### config.mk
export PLATFORM = sky130hd
export DESIGN_NAME = display_scanner_flat
export DESIGN_NICKNAME = d
export VERILOG_FILES = /design/src/rtl/display_scanner_if.sv /design/src/rtl/display_scanner.sv /design/src/flat_wrapper.sv
export SDC_FILE = /design/constraint.sdc
export NUM_CORES = 1
export LEC_CHECK = 0
export CORE_UTILIZATION = 25
export DETAILED_ROUTE_END_ITERATION = 8
export PLACE_DENSITY = 0.42
export SLEW_MARGIN = 10
export SYNTH_ARGS = -nofsm -noshare
export SYNTH_HDL_FRONTEND = slang
export SYNTH_SLANG_ARGS = --single-unit
export TNS_END_PERCENT = 10
### constraint.sdc
create_clock -name clk -period 2.2 [get_ports clk]
set_input_delay 0.44 -clock clk [delete_from_list [all_inputs] [get_ports clk]]
set_output_delay 0.44 -clock clk [all_outputs]
set_load 0.005 [all_outputs]
### src/rtl/display_scanner_if.sv
// Bus bundle between a display host and display_scanner.
// NUM_DIGITS must match the scanner's NUM_DIGITS parameter.
interface display_scanner_if #(
  parameter int NUM_DIGITS = 4
);
  logic                    en;
  logic                    load;
  logic [4*NUM_DIGITS-1:0] data_in;
  logic                    lz_en;
  logic [3:0]              nibble;
  logic [NUM_DIGITS-1:0]   digit_en;
  logic                    load_ack;
  logic                    frame_done;

  modport master (
    output en, load, data_in, lz_en,
    input  nibble, digit_en, load_ack, frame_done
  );

  modport slave (
    input  en, load, data_in, lz_en,
    output nibble, digit_en, load_ack, frame_done
  );
endinterface

### src/rtl/display_scanner.sv
// Multiplexed seven-segment scan controller: double-buffered display word,
// blank gap before every digit slot, optional leading-zero suppression.
module display_scanner #(
  parameter int NUM_DIGITS   = 4,
  parameter int PRESCALE     = 4,
  parameter int BLANK_CYCLES = 1
) (
  input  logic             clk,
  input  logic             rst_n,
  display_scanner_if.slave bus
);
  localparam int W    = 4 * NUM_DIGITS;
  localparam int MAXC = (PRESCALE > BLANK_CYCLES) ? PRESCALE : BLANK_CYCLES;
  localparam int CW   = (MAXC > 1) ? $clog2(MAXC) : 1;
  localparam int IW   = (NUM_DIGITS > 1) ? $clog2(NUM_DIGITS) : 1;

  localparam logic [1:0] IDLE  = 2'd0;
  localparam logic [1:0] BLANK = 2'd1;
  localparam logic [1:0] SHOW  = 2'd2;

  localparam logic [CW-1:0] BLANK_LAST = CW'(BLANK_CYCLES - 1);
  localparam logic [CW-1:0] SHOW_LAST  = CW'(PRESCALE - 1);
  localparam logic [IW-1:0] IDX_LAST   = IW'(NUM_DIGITS - 1);

  logic [1:0]            state_reg, state_next;
  logic [IW-1:0]         idx_reg, idx_next;
  logic [CW-1:0]         cnt_reg, cnt_next;
  logic [W-1:0]          display_reg, display_next;
  logic [W-1:0]          shadow_reg;
  logic                  pending_reg;
  logic [3:0]            nibble_reg;
  logic [NUM_DIGITS-1:0] digit_en_reg;
  logic                  load_ack_reg;
  logic                  frame_done_reg;

  logic                  commit;
  logic                  frame_end;
  logic                  upper_zero;
  logic [3:0]            next_digit [NUM_DIGITS];
  logic [NUM_DIGITS-1:0] digit_zero;
  logic [NUM_DIGITS-1:0] suppress;
  logic [NUM_DIGITS-1:0] onehot;

  always_comb begin
    state_next = state_reg;
    idx_next   = idx_reg;
    cnt_next   = cnt_reg;
    commit     = 1'b0;
    frame_end  = 1'b0;
    case (state_reg)
      IDLE: begin
        if (bus.en) begin
          commit     = 1'b1;
          idx_next   = '0;
          cnt_next   = '0;
          state_next = BLANK;
        end
      end
      BLANK: begin
        if (cnt_reg == BLANK_LAST) begin
          cnt_next   = '0;
          state_next = SHOW;
        end else begin
          cnt_next = cnt_reg + CW'(1);
        end
      end
      SHOW: begin
        if (cnt_reg == SHOW_LAST) begin
          cnt_next = '0;
          if (idx_reg == IDX_LAST) begin
            frame_end  = 1'b1;
            commit     = 1'b1;
            idx_next   = '0;
            state_next = bus.en ? BLANK : IDLE;
          end else begin
            idx_next   = idx_reg + IW'(1);
            state_next = BLANK;
          end
        end else begin
          cnt_next = cnt_reg + CW'(1);
        end
      end
      default: state_next = IDLE;
    endcase
  end

  // Outputs are registered from next-state values so the newly committed
  // word already drives nibble during the first blank slot of its frame.
  assign display_next = (commit && pending_reg) ? shadow_reg : display_reg;

  generate
    for (genvar gi = 0; gi < NUM_DIGITS; gi++) begin : g_digit
      assign next_digit[gi] = display_next[4*gi +: 4];
      assign digit_zero[gi] = (display_next[4*gi +: 4] == 4'd0);
    end
  endgenerate

  always_comb begin
    upper_zero = 1'b1;
    suppress   = '0;
    for (int i = NUM_DIGITS - 1; i >= 1; i--) begin
      upper_zero  = upper_zero & digit_zero[i];
      suppress[i] = bus.lz_en & upper_zero;
    end
  end

  assign onehot = {{(NUM_DIGITS-1){1'b0}}, 1'b1} << idx_next;

  always_ff @(posedge clk) begin
    if (!rst_n) begin
      state_reg      <= IDLE;
      idx_reg        <= '0;
      cnt_reg        <= '0;
      display_reg    <= '0;
      shadow_reg     <= '0;
      pending_reg    <= 1'b0;
      nibble_reg     <= 4'd0;
      digit_en_reg   <= '0;
      load_ack_reg   <= 1'b0;
      frame_done_reg <= 1'b0;
    end else begin
      state_reg      <= state_next;
      idx_reg        <= idx_next;
      cnt_reg        <= cnt_next;
      display_reg    <= display_next;
      if (bus.load) begin
        shadow_reg <= bus.data_in;
      end
      // A load on the commit edge re-arms pending for the following frame.
      pending_reg    <= bus.load | (pending_reg & ~commit);
      load_ack_reg   <= commit & pending_reg;
      frame_done_reg <= frame_end;
      nibble_reg     <= (state_next == IDLE) ? 4'd0 : next_digit[idx_next];
      digit_en_reg   <= (state_next == SHOW && !suppress[idx_next]) ? onehot : '0;
    end
  end

  assign bus.nibble     = nibble_reg;
  assign bus.digit_en   = digit_en_reg;
  assign bus.load_ack   = load_ack_reg;
  assign bus.frame_done = frame_done_reg;
endmodule

### src/flat_wrapper.sv
// flat-port wrapper written by rule: the top's interface ports become plain ports
module display_scanner_flat 
#(
  parameter int NUM_DIGITS   = 4,
  parameter int PRESCALE     = 4,
  parameter int BLANK_CYCLES = 1
)
  (clk, rst_n, bus_en, bus_load, bus_data_in, bus_lz_en, bus_nibble, bus_digit_en, bus_load_ack, bus_frame_done);
  display_scanner_if #(.NUM_DIGITS(NUM_DIGITS)) bus_i ();
  input  logic clk;
  input  logic rst_n;
  input wire logic [$bits(bus_i.en)-1:0] bus_en;
  input wire logic [$bits(bus_i.load)-1:0] bus_load;
  input wire logic [$bits(bus_i.data_in)-1:0] bus_data_in;
  input wire logic [$bits(bus_i.lz_en)-1:0] bus_lz_en;
  output wire logic [$bits(bus_i.nibble)-1:0] bus_nibble;
  output wire logic [$bits(bus_i.digit_en)-1:0] bus_digit_en;
  output wire logic [$bits(bus_i.load_ack)-1:0] bus_load_ack;
  output wire logic [$bits(bus_i.frame_done)-1:0] bus_frame_done;
  assign bus_i.en = bus_en;
  assign bus_i.load = bus_load;
  assign bus_i.data_in = bus_data_in;
  assign bus_i.lz_en = bus_lz_en;
  assign bus_nibble = bus_i.nibble;
  assign bus_digit_en = bus_i.digit_en;
  assign bus_load_ack = bus_i.load_ack;
  assign bus_frame_done = bus_i.frame_done;
  display_scanner #(.NUM_DIGITS(NUM_DIGITS), .PRESCALE(PRESCALE), .BLANK_CYCLES(BLANK_CYCLES)) u_core (.clk(clk), .rst_n(rst_n), .bus(bus_i));
endmodule
Word level (Yosys, flattened, before mapping). Cells that the tools add are included.

Shifts and indexed selects: 1. Bitwise operators: 11. Muxes and demuxes: 24. Eq/ne operators: 6. Reduce and logical (&&, ||, !) cells: 14. Add/sub/neg operators: 2. Order comparisons: 2.

Operators by type and width (count): $mux W2 (10); $mux W16 (1); $logic_not A4 Y1 (3); $pmux W2 S3 (2); $bmux W4 S2 (1); $eq A2 B2 Y1 const B (4); $mux W4 (2); $and A1 B1 Y1 (7); $logic_not A2 Y1 (3); $reduce_and A2 Y1 (3); $mux W1 (5); $add A2 B1 Y2 const B (2); $pmux W2 S2 (1); $shl A1 B2 Y4 const A (1); $ge A3 B3 Y1 const B (1); $lt A2 B3 Y1 const B (1); $not A2 Y3 (1); $reduce_bool A3 Y1 (1); $bmux W1 S2 (1); $eq A2 B1 Y1 const B (1); $logic_and A1 B1 Y1 (2); $ne A2 B2 Y1 const B (1); $not A1 Y1 (2); $pmux W1 S2 (1); 3 further kinds (3).

Bits in registers: 49. Logic and storage cells: 70. Output and inout port bits: 10. Input port bits: 21.

Depth between registers and ports, before layout.
Depth in word-level cells: 15. Gate-level depth with buffers: 10. Gate-level depth less buffers: 7.

Worst setup path after synthesis. OpenSTA, ideal clock, no wires.

Path type: reg2reg. From: register u_core.state_reg[0]. To: register u_core.nibble_reg[0] (netlist: u_core.bus.nibble[0]). Data arrival time: 1.798 ns. Path slack: 0.286 ns. Path buffers: 3. Clock period less this slack: 1.914 ns. Library setup time: 0.115 ns. Data required time: 2.085 ns. Cell stages (with the launch flop): 11. Cells stage by stage: dfxtp_1 > inv_1 > ha_1 > buf_2 > mux2i_1 > a22oi_2 > buf_6 > buf_12 > mux2i_1 > a22oi_1 > and3_1.

Longest elaborated chain between the ends: 7. Elaborated cells between the ends (all ways): 17. Classes of those cells: eq/ne: 2; mux: 10; bitwise: 1; reduce/logical: 4.

Ends and longest elaborated chain: start: declaration (RTL line display_scanner.sv:25) `logic [1:0] state_reg, state_next;`; start signal: assignment (RTL line display_scanner.sv:122) `state_reg <= state_next;`; $eq A2 B2 Y1 or $logic_not A2 Y1 (tied branches) (RTL line display_scanner.sv:50) `case (state_reg)`; $pmux W1 S2 (RTL line display_scanner.sv:50); $logic_and A1 B1 Y1 (RTL line display_scanner.sv:89) `assign display_next = (commit && pending_reg) ? shadow_reg : display_reg;`; $mux W16 (RTL line display_scanner.sv:89); $bmux W4 S2 (RTL line display_scanner.sv:133) `nibble_reg <= (state_next == IDLE) ? 4'd0 : next_digit[idx_next];`; $mux W4 (implied by the code) (2 in series) (RTL line display_scanner.sv:133); end signal: assignment (RTL line display_scanner.sv:133); end: declaration (RTL line display_scanner.sv:31) `logic [3:0] nibble_reg;`.

Parallel ways exist; a longest one is shown, timed or not. The select of a mux whose other input is x is not followed. A chain may end at the register's enable or synchronous reset.

Final worst setup path.
From: register u_core.cnt_reg[1]. To: register u_core.nibble_reg[1] (netlist: u_core.bus.nibble[1]).

Longest elaborated chain between the ends: 8. Elaborated cells between the ends (all ways): 17. Classes of those cells: eq/ne: 1; mux: 11; bitwise: 1; reduce/logical: 4.

Ends and longest elaborated chain: start: declaration (RTL line display_scanner.sv:27) `logic [CW-1:0] cnt_reg, cnt_next;`; start signal: assignment (RTL line display_scanner.sv:124) `cnt_reg <= cnt_next;`; $eq A2 B2 Y1 (RTL line display_scanner.sv:68) `if (cnt_reg == SHOW_LAST) begin`; $mux W1 (RTL line display_scanner.sv:68); $pmux W1 S2 (RTL line display_scanner.sv:50); $logic_and A1 B1 Y1 (RTL line display_scanner.sv:89); $mux W16 (RTL line display_scanner.sv:89); $bmux W4 S2 (RTL line display_scanner.sv:133); $mux W4 (implied by the code) (2 in series) (RTL line display_scanner.sv:133).

Parallel ways exist; a longest one is shown, timed or not. The select of a mux whose other input is x is not followed.

==> out/results.ini <==
[power]
powerDensity_nw_per_um2=627
peakVddDrop_mv=0.224
finalPower_mw=1.88
leakage_nw=1.28

[layout]
layout.nets=323
drive_gt1_frac=0.116
final_cells=405
fin_util=0.327
antenna_cells=0
stdcell_area_um2=3000
n_fill_cell=993
syn2layout_area_growth_pct=27.0

[synthesis]
ys_async_sr_fraction=0
ys_types=37
synth_area_um2=2370
synth_area_leader_cell=dfxtp_1
avgSynthCellArea_um2=9.46
synth.ff_latch_count=49
ys.flop_type=dfxtp_1
synth_cells=250
synth_edf_count=0
synth_top_area_frac=0.415
seq_area_frac_synth=0.415
synth.area.top_cells=dfxtp_1, mux2i_1, nand2_1
synthTopCellsByCount=dfxtp_1, nand2_1, mux2i_1
yosysMostFrequentCell=dfxtp_1
syn-num-nets=280
synth_warnings=0

[drt]
vias=1819
wire_per_inst_um=14.5
via_per_inst=4.49
drc_errors=0
totalWireLength_um=5890
dr.pass1.iters=4
drt_iter0_drc=60
ant_nets=0

[clock_tree]
cts_sinks=49
clkLatencyLatePin_ps=310
post_cts_buffers=0
root_buffer=clkbuf_8
numCtsBuffers=5
path_clk_slew_ps=100
cts_tree=yes
clock_path_buffers=2
h-tree-depth=2

[sta]
min_period_ps=2060
skew_ps=6.52
fmax_mhz=486
setup_viol=0
worst_pin_slew_ps=495
slew_headroom=0.667
worst_slack_ps=141
drv_slew=0
hold_viol_final=0
period_share=0.936
rsz0062_at_grt=no
final.setup.tns_ps=0
whs_ps=471

[critical_path]
cp_slowest_stage_delay_ps=390
regToRegSetupSlack_ps=140
crit_path_cell_trace=ha_1, mux2_4, a22oi_2, buf_12, mux2i_1, a22oi_1, and3_1
critPathLaunchType=flip-flop
reg2reg_depth=7
critPathSlowestCell=dfxtp_1
timing.rr.end=u_core.bus.nibble[1]$_SDFF_PP0_
arrival_ps=2270
crit-reg2reg-launch=u_core.cnt_reg[1]$_SDFFE_PN0P_
cp-startpoint=u_core.cnt_reg[1]$_SDFFE_PN0P_
worstPathMaxFanout=17
path_class=flip-flop to flip-flop
end_kind=flip-flop
critPathRequiredTime_ps=2410

[die]
fp.dieH_um=99.3
rows=35
start_util=0.257
die_w_um=99.3
io_pins=31
design.die.area_um2=9860
core_um2=9200

[placed_design]
place.gp.congestion=0.807
post-place-ws_ps=-120
portBuffers=30
dp_cells=397
dpl_cell_area_um2=2880
post-dp-hpwl_um=4350

[worst_hold_path]
hold_path.class=flip-flop to flip-flop
min_to=u_core.display_reg[0]$_SDFF_PN0_
worstHoldPathCells=2
holdCritStartpoint=u_core.display_reg[0]$_SDFF_PN0_

[global_routing]
grt_max_degree=40
grt_use_total=0.129
first_global_vias=1882
overflow=0
grt_pass1_wl_um=9800
antenna_found_initial=0

[flow_run]
max_cap_violations=0

[run_status]
outcome=complete, no violations

area by class of cell:
| type | instances | area, um2 | share of cell area |
|---|---|---|---|
| clock buffers | 5 | 68.8 | 0.0229 |
| clock inverters | 3 | 46.3 | 0.0154 |
| inverters | 7 | 26.3 | 0.00875 |
| multi-input cells | 181 | 1290 | 0.429 |
| flip-flops and latches | 49 | 981 | 0.327 |
| well taps | 111 | 139 | 0.0462 |
| repair buffers | 49 | 455 | 0.152 |
placed cells by master, fill, tap and decap left out, drive strengths merged, types with 2 or more instances in the layout:
cell type      synthesis  layout
dfxtp                 49      49
nand2                 37      37
mux2i                 34      34
clkdlybuf4s50          0      30
nor2b                 21      21
buf                    8      19
a21boi                18      18
ha                     9       9
a22oi                  9       9
o21ai                  8       8
inv                    7       7
nor4                   6       6
clkbuf                 5       5
a21oi                  5       5
and3                   4       4
nor3                   4       4
nand3                  3       3
and2                   3       3
nand2b                 3       3
nor2                   2       2
nor3b                  2       2
layer usage:
layer | GRT usage | part of all wire | up-vias
li1 | - | - | 965
met1 | 0.163 | 0.48 | 828
met2 | 0.222 | 0.49 | 21
met3 | 0.0239 | 0.025 | 5
met4 | 0.0407 | 0.011 | 0
met5 | 0 | 0 | -
logic make-up after synthesis:
| group | count (synthesis) | share of synthesized area |
|---|---|---|
| compound gates | 46 | 0.139 |
| fa+ha+maj | 9 | 0.0476 |
| buf+inv | 20 | 0.0450 |
| flops | 49 | 0.415 |
| mux | 35 | 0.150 |
| simple gates | 91 | 0.204 |
how the worst max path moves through the flow:
| stage | to | slack (ps) | cells after the start |
|---|---|---|---|
| 6_report | u_core.bus.nibble[1]$_SDFF_PP0_ | 140 | 7 |
| 4_1_cts | u_core.bus.nibble[0]$_SDFF_PP0_ | 90 | 7 |
| 5_1_grt | u_core.bus.nibble[1]$_SDFF_PP0_ | 7 | 7 |
| 2_1_floorplan | u_core.bus.nibble[0]$_SDFF_PP0_ | 290 | 10 |
| 3_5_place_dp | u_core.bus.nibble[0]$_SDFF_PP0_ | -120 | 7 |
| 3_3_place_gp | u_core.bus.nibble[0]$_SDFF_PP0_ | -100 | 7 |
critical path: cells and delay by family, from the launching register on:
kind / cells / cell delay (ps)
AOI/OAI and AO/OA: 2 / 320
adders and majority gates: 1 / 260
buffers and inverters: 1 / 200
DFF: 1 / 390
muxes: 2 / 600
and+or+nand+nor: 1 / 180
power breakdown:
group          internal [mW]  switching (mW)  total [mW]
combinational          0.140           0.125       0.264
sequential             0.920          0.0319       0.952
clock                  0.341           0.328       0.668
timing repair:
| item | 4_1_cts | 5_1_grt |
|---|---|---|
| setup endpoints to repair | 0 | 4 |
| hold buffers | 0 | 0 |
| resized for setup | 0 | 3 |
No activity file was read; power rests on OpenSTA's default activity.
